File: src/rtl/mux_arb_pkg.sv
// Shared constants, state encoding and round-robin search helper for the
// rr_mux_arbiter slice (arbiter top plus mux_16x1 datapath).
package mux_arb_pkg;

    localparam int N                = 16;
    localparam int SEL_W            = 4;
    localparam int CNT_W            = 8;
    localparam int MAX_HOLD_DEFAULT = 8;

    typedef enum logic {
        IDLE  = 1'b0,
        SERVE = 1'b1
    } state_e;

    // Scan from last_ptr+1 upward, wrapping through last_ptr itself.
    // Returns {found, index}; index is don't-care when found is 0.
    function automatic logic [SEL_W:0] rr_next(
        input logic [N-1:0]     req,
        input logic [SEL_W-1:0] last_ptr
    );
        logic             found;
        logic [SEL_W-1:0] idx;
        logic [SEL_W-1:0] cand;
        found = 1'b0;
        idx   = last_ptr;
        for (int k = 1; k <= N; k++) begin
            cand = last_ptr + SEL_W'(k);
            if (!found && req[cand]) begin
                found = 1'b1;
                idx   = cand;
            end
        end
        return {found, idx};
    endfunction

endpackage

File: src/rtl/mux_16x1.sv
// Single-bit 16:1 multiplexer datapath.
// Ports: in (16 data bits), sel (4-bit select), o (selected bit).
module mux_16x1
    import mux_arb_pkg::*;
(
    input  logic [N-1:0]     in,
    input  logic [SEL_W-1:0] sel,
    output logic             o
);

    assign o = in[sel];

endmodule

File: src/rtl/rr_mux_arbiter.sv
// Round-robin arbiter sharing one 16:1 bit mux among 16 requesters; holds a
// grant for up to MAX_HOLD accepted beats, then rotates.
// Ports: clk, rst (sync, active-high), req[15:0], in[15:0], ready,
//        sel[3:0], grant[15:0], o, out_valid, busy,
//        lock (only when RR_ARB_LOCK_EN is defined: suppresses forced rotation).
module rr_mux_arbiter
    import mux_arb_pkg::*;
#(
    parameter int MAX_HOLD = MAX_HOLD_DEFAULT
) (
    input  logic             clk,
    input  logic             rst,
    input  logic [N-1:0]     req,
    input  logic [N-1:0]     in,
    input  logic             ready,
`ifdef RR_ARB_LOCK_EN
    input  logic             lock,
`endif
    output logic [SEL_W-1:0] sel,
    output logic [N-1:0]     grant,
    output logic             o,
    output logic             out_valid,
    output logic             busy
);

    state_e             state_q, state_d;
    logic [SEL_W-1:0]   sel_q, sel_d;
    logic [N-1:0]       grant_q, grant_d;
    logic [SEL_W-1:0]   last_ptr_q, last_ptr_d;
    logic [CNT_W-1:0]   cnt_q, cnt_d;

    logic               serving;
    logic               accept;
    logic               at_max;
    logic               hold_ok;
    logic               force_rel;
    logic               drop_rel;
    logic               rel;
    logic [SEL_W-1:0]   search_ptr;
    logic               found;
    logic [SEL_W-1:0]   win;

    assign serving   = (state_q == SERVE);
    assign out_valid = serving && req[sel_q];
    assign busy      = serving;
    assign sel       = sel_q;
    assign grant     = grant_q;
    assign accept    = out_valid && ready;
    assign at_max    = (cnt_q == CNT_W'(MAX_HOLD - 1));

`ifdef RR_ARB_LOCK_EN
    assign hold_ok = !lock;
`else
    assign hold_ok = 1'b1;
`endif

    assign force_rel = accept && at_max && hold_ok;
    assign drop_rel  = serving && !req[sel_q];
    assign rel       = force_rel || drop_rel;

    // A releasing grantee becomes the new pointer for this same-cycle search.
    assign search_ptr    = rel ? sel_q : last_ptr_q;
    assign {found, win}  = rr_next(req, search_ptr);

    always_comb begin
        state_d    = state_q;
        sel_d      = sel_q;
        grant_d    = grant_q;
        last_ptr_d = last_ptr_q;
        cnt_d      = cnt_q;
        unique case (state_q)
            IDLE: begin
                if (found) begin
                    state_d      = SERVE;
                    sel_d        = win;
                    grant_d      = '0;
                    grant_d[win] = 1'b1;
                    cnt_d        = '0;
                end
            end
            SERVE: begin
                if (rel) begin
                    last_ptr_d = sel_q;
                    cnt_d      = '0;
                    if (found) begin
                        sel_d        = win;
                        grant_d      = '0;
                        grant_d[win] = 1'b1;
                    end else begin
                        state_d = IDLE;
                        grant_d = '0;
                    end
                end else if (accept && !at_max) begin
                    // at_max without release only occurs under lock: saturate.
                    cnt_d = cnt_q + CNT_W'(1);
                end
            end
            default: state_d = IDLE;
        endcase
    end

    always_ff @(posedge clk) begin
        if (rst) begin
            state_q    <= IDLE;
            sel_q      <= '0;
            grant_q    <= '0;
            last_ptr_q <= SEL_W'(N - 1);
            cnt_q      <= '0;
        end else begin
            state_q    <= state_d;
            sel_q      <= sel_d;
            grant_q    <= grant_d;
            last_ptr_q <= last_ptr_d;
            cnt_q      <= cnt_d;
        end
    end

    mux_16x1 u_mux (
        .in  (in),
        .sel (sel_q),
        .o   (o)
    );

endmodule

File: config.mk
export PLATFORM = sky130hd
export DESIGN_NAME = rr_mux_arbiter
export DESIGN_NICKNAME = d
export VERILOG_FILES = /design/src/rtl/mux_arb_pkg.sv /design/src/rtl/mux_16x1.sv /design/src/rtl/rr_mux_arbiter.sv
export SDC_FILE = /design/constraint.sdc
export NUM_CORES = 1
export LEC_CHECK = 0
export ABC_AREA = 1
export ABC_CLOCK_PERIOD_IN_PS = 6100
export BUFFER_PORTS_ARGS = -buffer_cell sky130_fd_sc_hd__buf_2
export CORE_ASPECT_RATIO = 1.5
export CORE_MARGIN = 2
export CORE_UTILIZATION = 39
export DETAILED_ROUTE_END_ITERATION = 8
export SYNTH_ARGS = -nofsm -noshare
export SYNTH_HDL_FRONTEND = slang
export SYNTH_SLANG_ARGS = --single-unit
File: constraint.sdc
create_clock -name clk -period 6.1 [get_ports clk]
set_input_delay 0.915 -clock clk [delete_from_list [all_inputs] [get_ports clk]]
set_output_delay 0.915 -clock clk [all_outputs]
set_load 0.02 [all_outputs]
# Word-level counts from Yosys, hierarchy flattened
# Cells that the tools add are included.
totals:
  inputBits: 35
  ff_bits: 33
op_classes:
  bitwise: 1
  reduce_logical: 41
  n_eq_ne: 4
  mux: 85
  n_addsub: 16
  order_cmp: 19
op_table:
  columns: ["operator", "n"]
  rows:
  - ["$lt 4x5->1 const B", 18]
  - ["$mux 4", 19]
  - ["$bmux 1 s4", 18]
  - ["$mux 16", 3]
  - ["$mux 1", 37]
  - ["$add 4x4->4 const B", 8]
  - ["$pmux 16 s2", 1]
  - ["$mux 8", 3]
  - ["$logic_and 1x1->1", 21]
  - ["$logic_not 1->1", 17]
  - ["$add 4x3->4 const B", 4]
  - ["$pmux 8 s2", 1]
  - ["$add 4x2->4 const B", 2]
  - ["$add 8x1->8 const B", 1]
  - ["$eq 8x3->1 const B", 1]
  - ["$pmux 4 s2", 1]
  - ["$add 4x1->4 const B", 1]
  - ["$demux 1 s4", 1]
  - ["$ge 4x1->1 const B", 1]
  - ["$reduce_and 2->1", 2]
  - ["$ne 3x1->1 const B", 1]
  - ["$ne 2x1->1 const B", 1]
  - ["$ne 2x2->1 const B", 1]
  - ["$pmux 1 s2", 1]
  - ["other kinds (2)", 2]

# Logic depth before layout (Yosys ltp)
# Gate-level depths: netlist of run 1.
depth:
  ltp_word: 63
  depth_mapped: 43
  ltp_nobuf: 40

# Cells and area by module
# A second synthesis of run 1 with hierarchy kept.
hier_totals:
  cells_unflattened: 758
  hier_area_um2: 4212.8
by_module_without_submodules:
  columns: ["mod", "area_each_um2", "cells_per_inst", "instances", "seq_area_each_um2"]
  rows:
  - ["rr_mux_arbiter", 3982.6, 708, 1, 660.6]
  - ["mux_16x1", 230.2, 50, 1, 0.0]

# Least setup slack after synthesis of run 1
# OpenSTA, ideal clock, no wires.
synth_timing:
  path_type: "input port to flip-flop"
  from: "input ready"
  to: "register grant_q[10], in the netlist grant[10]"
  path_slack_ns: 1.273
  t_required_ns: 5.972
  arrival_ns: 4.699
  path_stages: 35
  path_cell_list: "inv_1 -> nor4_1 -> nand4_1 -> nand2_8 -> nand2_8 -> nand2_1 -> nand2_1 -> buf_2 -> buf_2 -> ha_1 -> buf_2 -> inv_1 -> nand3_1 -> nand3_1 -> nand3_1 -> nand2_4 -> nand2_4 -> nor2_8 -> nand4_4 -> nor2_4 -> nand4_2 -> nor2_4 -> nand2_2 -> nor2_4 -> nand2_2 -> nor2_1 -> nand2_1 -> nand2_1 -> inv_2 -> nand3_2 -> inv_2 -> nand2_2 -> nor2_1 -> nor2_1 -> nor2_1"
synth_via:
  elab_chain_len: 60
  word_cells_on_any_way: 125
  classes_between: "add/sub: 15; order compare: 2; eq/ne: 2; mux: 71; reduce/logical: 35"
synth_rtl:
  columns: ["element", "line", "source"]
  rows:
  - ["start, declared", "rr_mux_arbiter.sv:15", "input logic ready,"]
  - ["$logic_and 1x1->1 (*)", "rr_mux_arbiter.sv:48", "assign accept = out_valid && ready;"]
  - ["$logic_and 1x1->1 (*)", "rr_mux_arbiter.sv:57", "assign force_rel = accept && at_max && hold_ok;"]
  - ["$logic_or 1x1->1 (*)", "rr_mux_arbiter.sv:59", "assign rel = force_rel || drop_rel;"]
  - ["$mux 4", null, null]
  - ["$add 4x1->4", "mux_arb_pkg.sv:27", "cand = last_ptr + SEL_W'(k);"]
  - ["$bmux 1 s4", "mux_arb_pkg.sv:28", "if (!found && req[cand]) begin"]
  - ["$mux 1 (not written as such)", "mux_arb_pkg.sv:28", null]
  - ["$mux 1", "mux_arb_pkg.sv:28", null]
  - ["[... 44 more ...]", null, null]
  - ["$mux 4", "mux_arb_pkg.sv:28", null]
  - ["$lt 4x5->1 (not written as such) or $ge 4x1->1 (tied branches)", "rr_mux_arbiter.sv:77, rr_mux_arbiter.sv:88", null]
  - ["$logic_and 1x1->1 (not written as such)", "rr_mux_arbiter.sv:77, rr_mux_arbiter.sv:88", null]
  - ["$mux 1 (not written as such)", "rr_mux_arbiter.sv:77, rr_mux_arbiter.sv:88", null]
  - ["$demux 1 s4", "rr_mux_arbiter.sv:77, rr_mux_arbiter.sv:88", null]
  - ["$mux 16", "rr_mux_arbiter.sv:85", "if (found) begin"]
  - ["$mux 16", "rr_mux_arbiter.sv:82", "if (rel) begin"]
  - ["$pmux 16 s2", "rr_mux_arbiter.sv:71", "unique case (state_q)"]
  - ["end signal, assigned", "rr_mux_arbiter.sv:112", "grant_q <= grant_d;"]
  - ["end, declared", "rr_mux_arbiter.sv:28", "logic [N-1:0] grant_q, grant_d;"]
# Mark *: on every way between the ends. The rest lies on a longest branch, timed or not. The select of a mux whose other input is x is not followed.
# A chain may end at the register's enable or synchronous reset.

# Worst setup path in the final report of run 1
layout_timing:
  from: "register sel_q[0], in the netlist sel[0]"
  to: "register cnt_q[3]"
layout_via:
  elab_chain_len: 58
  word_cells_on_any_way: 108
  classes_between: "add/sub: 15; eq/ne: 2; mux: 53; reduce/logical: 38"
layout_rtl:
  columns: ["element", "line", "source"]
  rows:
  - ["start, declared", "rr_mux_arbiter.sv:27", "logic [SEL_W-1:0] sel_q, sel_d;"]
  - ["start signal, assigned", "rr_mux_arbiter.sv:111", "sel_q <= sel_d;"]
  - ["$bmux 1 s4", "rr_mux_arbiter.sv:44, rr_mux_arbiter.sv:58", null]
  - ["$mux 1 (not written as such)", "rr_mux_arbiter.sv:44, rr_mux_arbiter.sv:58", null]
  - ["$logic_and 1x1->1", "rr_mux_arbiter.sv:44", "assign out_valid = serving && req[sel_q];"]
  - ["$logic_and 1x1->1", "rr_mux_arbiter.sv:48", null]
  - ["$logic_and 1x1->1", "rr_mux_arbiter.sv:57", null]
  - ["$logic_or 1x1->1", "rr_mux_arbiter.sv:59", null]
  - ["$mux 4", null, null]
  - ["$add 4x1->4", "mux_arb_pkg.sv:27", null]
  - ["[... 42 more ...]", null, null]
  - ["$logic_not 1->1", "mux_arb_pkg.sv:28", null]
  - ["$logic_and 1x1->1", "mux_arb_pkg.sv:28", null]
  - ["$mux 1", "mux_arb_pkg.sv:28", null]
  - ["$logic_not 1->1", "mux_arb_pkg.sv:28", null]
  - ["$logic_and 1x1->1", "mux_arb_pkg.sv:28", null]
  - ["$mux 1", "mux_arb_pkg.sv:28", null]
  - ["$ne 2x2->1 (no line)", null, null]
  - ["$reduce_and 2->1 (no line)", null, null]
  - ["end signal, assigned", "rr_mux_arbiter.sv:114", "cnt_q <= cnt_d;"]
  - ["end, declared", "rr_mux_arbiter.sv:30", "logic [CNT_W-1:0] cnt_q, cnt_d;"]
# Parallel ways exist; a longest one is shown, timed or not. The select of a mux whose other input is x is not followed.

==> impl_metrics.toml, run 1 <==
[status]
outcome = "completed"

[drt]
antenna_left = 0
drc = 0
drt_iter0_drc = 225
vias = 4548
dr.pass1.iters = 5
totalWireLength_um = 12410
viasPerCell = 5.186
wl_per_cell_um = 14.15

[final_layout]
final_cell_mix = "nand2_1, nand3_1, inv_1"
multi_input_area_um2 = 2823
nNetsFinal = 803
layout_commonest_cell = "nand2_1"
layout-drive-gt1-share_pct = 17.37
antennaDiodeCount = 0
seqCellArea_um2 = 660.6
synthToLayoutAreaGrowth_pct = 14.10
fillers = 1118

[timing]
setup_viol = 0
period_minus_slack_ns = 5.401
finalCritPeriodShare_pct = 88.55
rsz0062_at_grt = "no"
worst_slew_pin_slew_ns = 0.6419
fin_tns_setup_ns = 0
finClkSkew_ns = 0.007106
maxSlewViolCount = 0
maxSlewHeadroom_pct = 57.01
hold_violations = 0
fmax_ghz = 0.1851

[critical_path]
r2r_slack_ns = 0.70
r2r_start = "sel[0]"
setup.worst_path.start_class = "register"
required_ns = 6.29
criticalPathCategory = "reg -> reg"
critPathMaxStageDelay_ns = 0.63
r2r-end = "cnt_q[3]"
ff2ff_path_depth = 33
cp_max_fo = 16
cp.arrival_ns = 5.59
crit_slowest_cell = "dfxtp_1"
endpoint_kind = "register"

[global_routing]
grt_pass1_vias = 4366
grtUsageTotal_pct = 22.80
antenna_found_initial = 0
grt_pass1_wl_um = 20110
grt_max_degree = 26
overflow = 0

[clock_network]
cts_tree = "yes"
postCtsSetupBuffers = 0
clock_sinks = 33
hold_buffers = 0
htreeDepth = 2
clk_latency_ns = 0.28
clockBufferDepth = 2
ctsResizeCount = 0
cts_made_buffers = 5
cts_root_buffer = "clkbuf_16"
cts.clk_slew.worst_paths_ns = 0.06

[floorplanning]
num_io_pins = 58
dieArea_um2 = 11030
die_h_um = 127.6
fp.dieW_um = 86.43
rows = 45
initial_utilization_pct = 39.66
core_area_um2 = 10020

[placement]
gp_congestion = 0.9310
dp_hpwl_um = 10100
io_buffers = 57

[synth]
yosysTopAreaCellShare_pct = 23.51
synthTopCellsByArea = "nand2_1, dfxtp_1, nand3_1"
synth_area_um2 = 3975
synthCells = 704
synth_fp_nets = 748
seq_area_frac_synth_pct = 16.62
syn_area_per_cell_um2 = 5.646
synth_seq_cells = 33
synth.distinct_cells = 46
yosys.area.top_type = "nand2_1"
yosysWarnings = 0

[worst_hold_path]
hold_path_end = "grant[8]"
hold_start = "grant[8]"
min_path_cells = 2
hold_class = "reg -> reg"

[flow_run]
max_cap_violations = 0
through the flow:
stage	setup slack (ns)	instances	hold slack (ns)	util [%]	cell area [um^2]
after floorplan	1.273	704	0.4654	-	3975
after global placement	0.6694	869	0.4547	43.36	4345
after detailed placement	0.4834	869	0.4593	43.36	4345
after CTS	0.6983	877	0.4683	45.26	4536
after global routing	0.1796	877	0.4876	45.26	4536
final	0.6986	877	0.4648	45.26	4536
synthesized netlist by cell type (all sizes together):
cell,number
or2,2
nor2,60
clkinv,2
o21ai,39
nor3b,3
o22ai,2
inv,92
nand4,12
nor4,1
ha,9
buf,16
dfxtp,33
clkbuf,3
o211ai,2
o221ai,2
nand3,104
xor2,9
xnor2,2
a21oi,24
nand2,273
nand3b,1
a21boi,1
a211oi,1
nor3,5
a31oi,6
flip-flops by register name, indices dropped and copies added, names as in the netlist:
name	flops
grant	16
sel	4
cnt_q	8
busy	1
last_ptr_q	4
cell type report:
class	instances	share of cell area, %
Inverter	94	7.834
Tap cell	117	3.228
Clock inverter	3	1.434
Multi-Input combinational cell	558	62.23
Clock buffer	5	2.759
Sequential cell	33	14.57
Timing Repair Buffer	67	7.945
how the worst max path moves through the flow:
stage / start / to / cells past startpoint
floorplan: ready / grant[10] / 35
global placement: req[4] / cnt_q[3] / 34
detailed placement: req[4] / cnt_q[3] / 34
CTS: sel[0] / cnt_q[3] / 33
global route: sel[0] / grant[5] / 35
finish: sel[0] / cnt_q[3] / 33
routing by layer:
metal  up-vias  GRT usage [%]  routed length, um
met5         -              0                  0
met4         0          10.85                516
met3        30          2.778                464
met2       111          43.57               6598
met1      2042          23.94               4833
li1       2365              -                  -
cell families after synthesis:
family	Yosys count	share of synthesized area, %
buf+inv	113	12.37
fa+ha+maj	9	2.833
simple gates	461	54.23
xor+xnor	11	2.613
compound gates	77	11.33
flops	33	16.62
critical path: cells and delay by family, from the launching register on:
family | cells | cell delay (ns)
buffers and inverters | 3 | 0.60
DFF | 1 | 0.63
and+or+nand+nor | 29 | 3.70
adders and majority gates | 1 | 0.37
Power of run 1 is not shown: default switching activity piles up to over one toggle a cycle in this logic, so the estimate is an artifact.
==> inputs of run 2 (changes only) <==
--- a/config.mk
+++ b/config.mk
@@ -15,3 +15,4 @@
 export SYNTH_ARGS = -nofsm -noshare
 export SYNTH_HDL_FRONTEND = slang
 export SYNTH_SLANG_ARGS = --single-unit
+export TNS_END_PERCENT = 100
==> constraint.sdc (replaced) <==
create_clock -name clk -period 6.1 [get_ports clk]
set_input_delay 0.61 -clock clk [delete_from_list [all_inputs] [get_ports clk]]
set_output_delay 0.61 -clock clk [all_outputs]
set_load 0.02 [all_outputs]
==> impl_metrics.toml, run 2 (synthesis gave the netlist of run 1 again) <==
[final_layout]
seqCellArea_um2 = 660.6
fillers = 1113
largest_reg_flops = 16
synthToLayoutAreaGrowth_pct = 13.28
nNetsFinal = 803
antennaDiodeCount = 0
layout-drive-gt1-share_pct = 17.37
multi_input_area_um2 = 2823
layout_commonest_cell = "nand2_1"
final_cell_mix = "nand2_1, nand3_1, inv_1"

[critical_path]
r2r_slack_ns = 0.94
criticalPathCategory = "reg -> reg"
crit_family = "simple AND/OR/NAND/NOR gates"
critPathMaxStageDelay_ns = 0.48
required_ns = 6.30
crit_top_cell = "nand3_1"
crit_slowest_cell = "dfxtp_1"
setup.worst_path.start_class = "register"
cp_max_fo = 17
endpoint_kind = "register"
cp_num_buf_inv = 4
cp.arrival_ns = 5.36

[status]
outcome = "completed"

[timing]
period_minus_slack_ns = 5.164
maxSlewHeadroom_pct = 52.39
setup_slack_ns = 0.9361
hold_violations = 0
finalCritPeriodShare_pct = 84.65
maxSlewViolCount = 0
fmax_ghz = 0.1937
fin_tns_setup_ns = 0
rsz0062_at_grt = "no"
setup_viol = 0
worst_slew_pin_slew_ns = 0.7109
finClkSkew_ns = 0.003927

[drt]
drt_iter0_drc = 257
viasPerCell = 5.174
drc = 0
wl_per_cell_um = 14.42
vias = 4538
antenna_left = 0
dr.pass1.iters = 5
totalWireLength_um = 12650

[global_routing]
grt_pass1_vias = 4410
gr-usage-met2_pct = 43.71
grt_pass1_wl_um = 20650
use_met1_pct = 24.61
overflow = 0
grt.met3_usage_pct = 2.455
grtUsageTotal_pct = 23.38
grt_busiest_layer = "met2"
grt_max_degree = 26
antenna_found_initial = 0

[clock_network]
postCtsSetupBuffers = 0
clockBufferDepth = 2
cts_tree = "yes"
htreeDepth = 2
clk_latency_ns = 0.28
clock_sinks = 33
cts.clk_slew.worst_paths_ns = 0.05
ctsResizeCount = 0
cts_root_buffer = "clkbuf_16"
hold_buffers = 0
cts_made_buffers = 5

[floorplanning]
core_area_um2 = 10020
dieArea_um2 = 11030
fp.dieW_um = 86.43
num_io_pins = 58
rows = 45
die_h_um = 127.6
initial_utilization_pct = 39.66

[placement]
gp_congestion = 0.9906
io_buffers = 57
dp_hpwl_um = 10330
place_ws_ns = 0.8410

[flow_run]
max_cap_violations = 0

[worst_hold_path]
hold_class = "reg -> reg"
run 2: cell count changes in the layout (fill, tap and decap cells not counted):
cell       previous run  this run
bufinv_16             2         0
clkbuf_8              0         2
run 2: through the flow:
step / utilization [%] / instances / hold slack [ns] / instance area [um^2]
3_3_place_gp: 43.36 / 869 / 0.4523 / 4345
2_1_floorplan: - / 704 / 0.4654 / 3975
3_5_place_dp: 43.36 / 869 / 0.4578 / 4345
6_report: 44.93 / 877 / 0.4609 / 4503
4_1_cts: 44.93 / 877 / 0.4649 / 4503
5_1_grt: 44.93 / 877 / 0.4910 / 4503
run 2: metal layers:
layer | vias to the layer above | part of all wire, %
li1 | 2355 | -
met1 | 2043 | 38
met2 | 101 | 54
met3 | 39 | 3.0
met4 | 0 | 5.2
met5 | - | 0
run 2: worst paths after layout:
| kind | start | to | cells after the start |
|---|---|---|---|
| hold / removal | grant[12] | grant[12] | 2 |
| setup reg to reg | sel[0] | cnt_q[4] | 31 |
| hold reg to reg | grant[12] | grant[12] | 2 |
| setup / recovery | sel[0] | cnt_q[4] | 31 |
run 2: tightest hold or removal path, delay by kind of cell (launching register included):
kind	cells	cell delay [ns]
flops	1	0.30
compound gates	1	0.06
simple gates	1	0.06
run 2: area by class of cell:
class | count | share of cell area [%]
well taps | 117 | 3.251
clock buffers | 7 | 3.390
clock inverters | 1 | 0.1111
multi-input cells | 558 | 62.68
repair buffers | 67 | 8.002
flip-flops and latches | 33 | 14.67
inverters | 94 | 7.891
Power of run 2 is left out for the same reason.
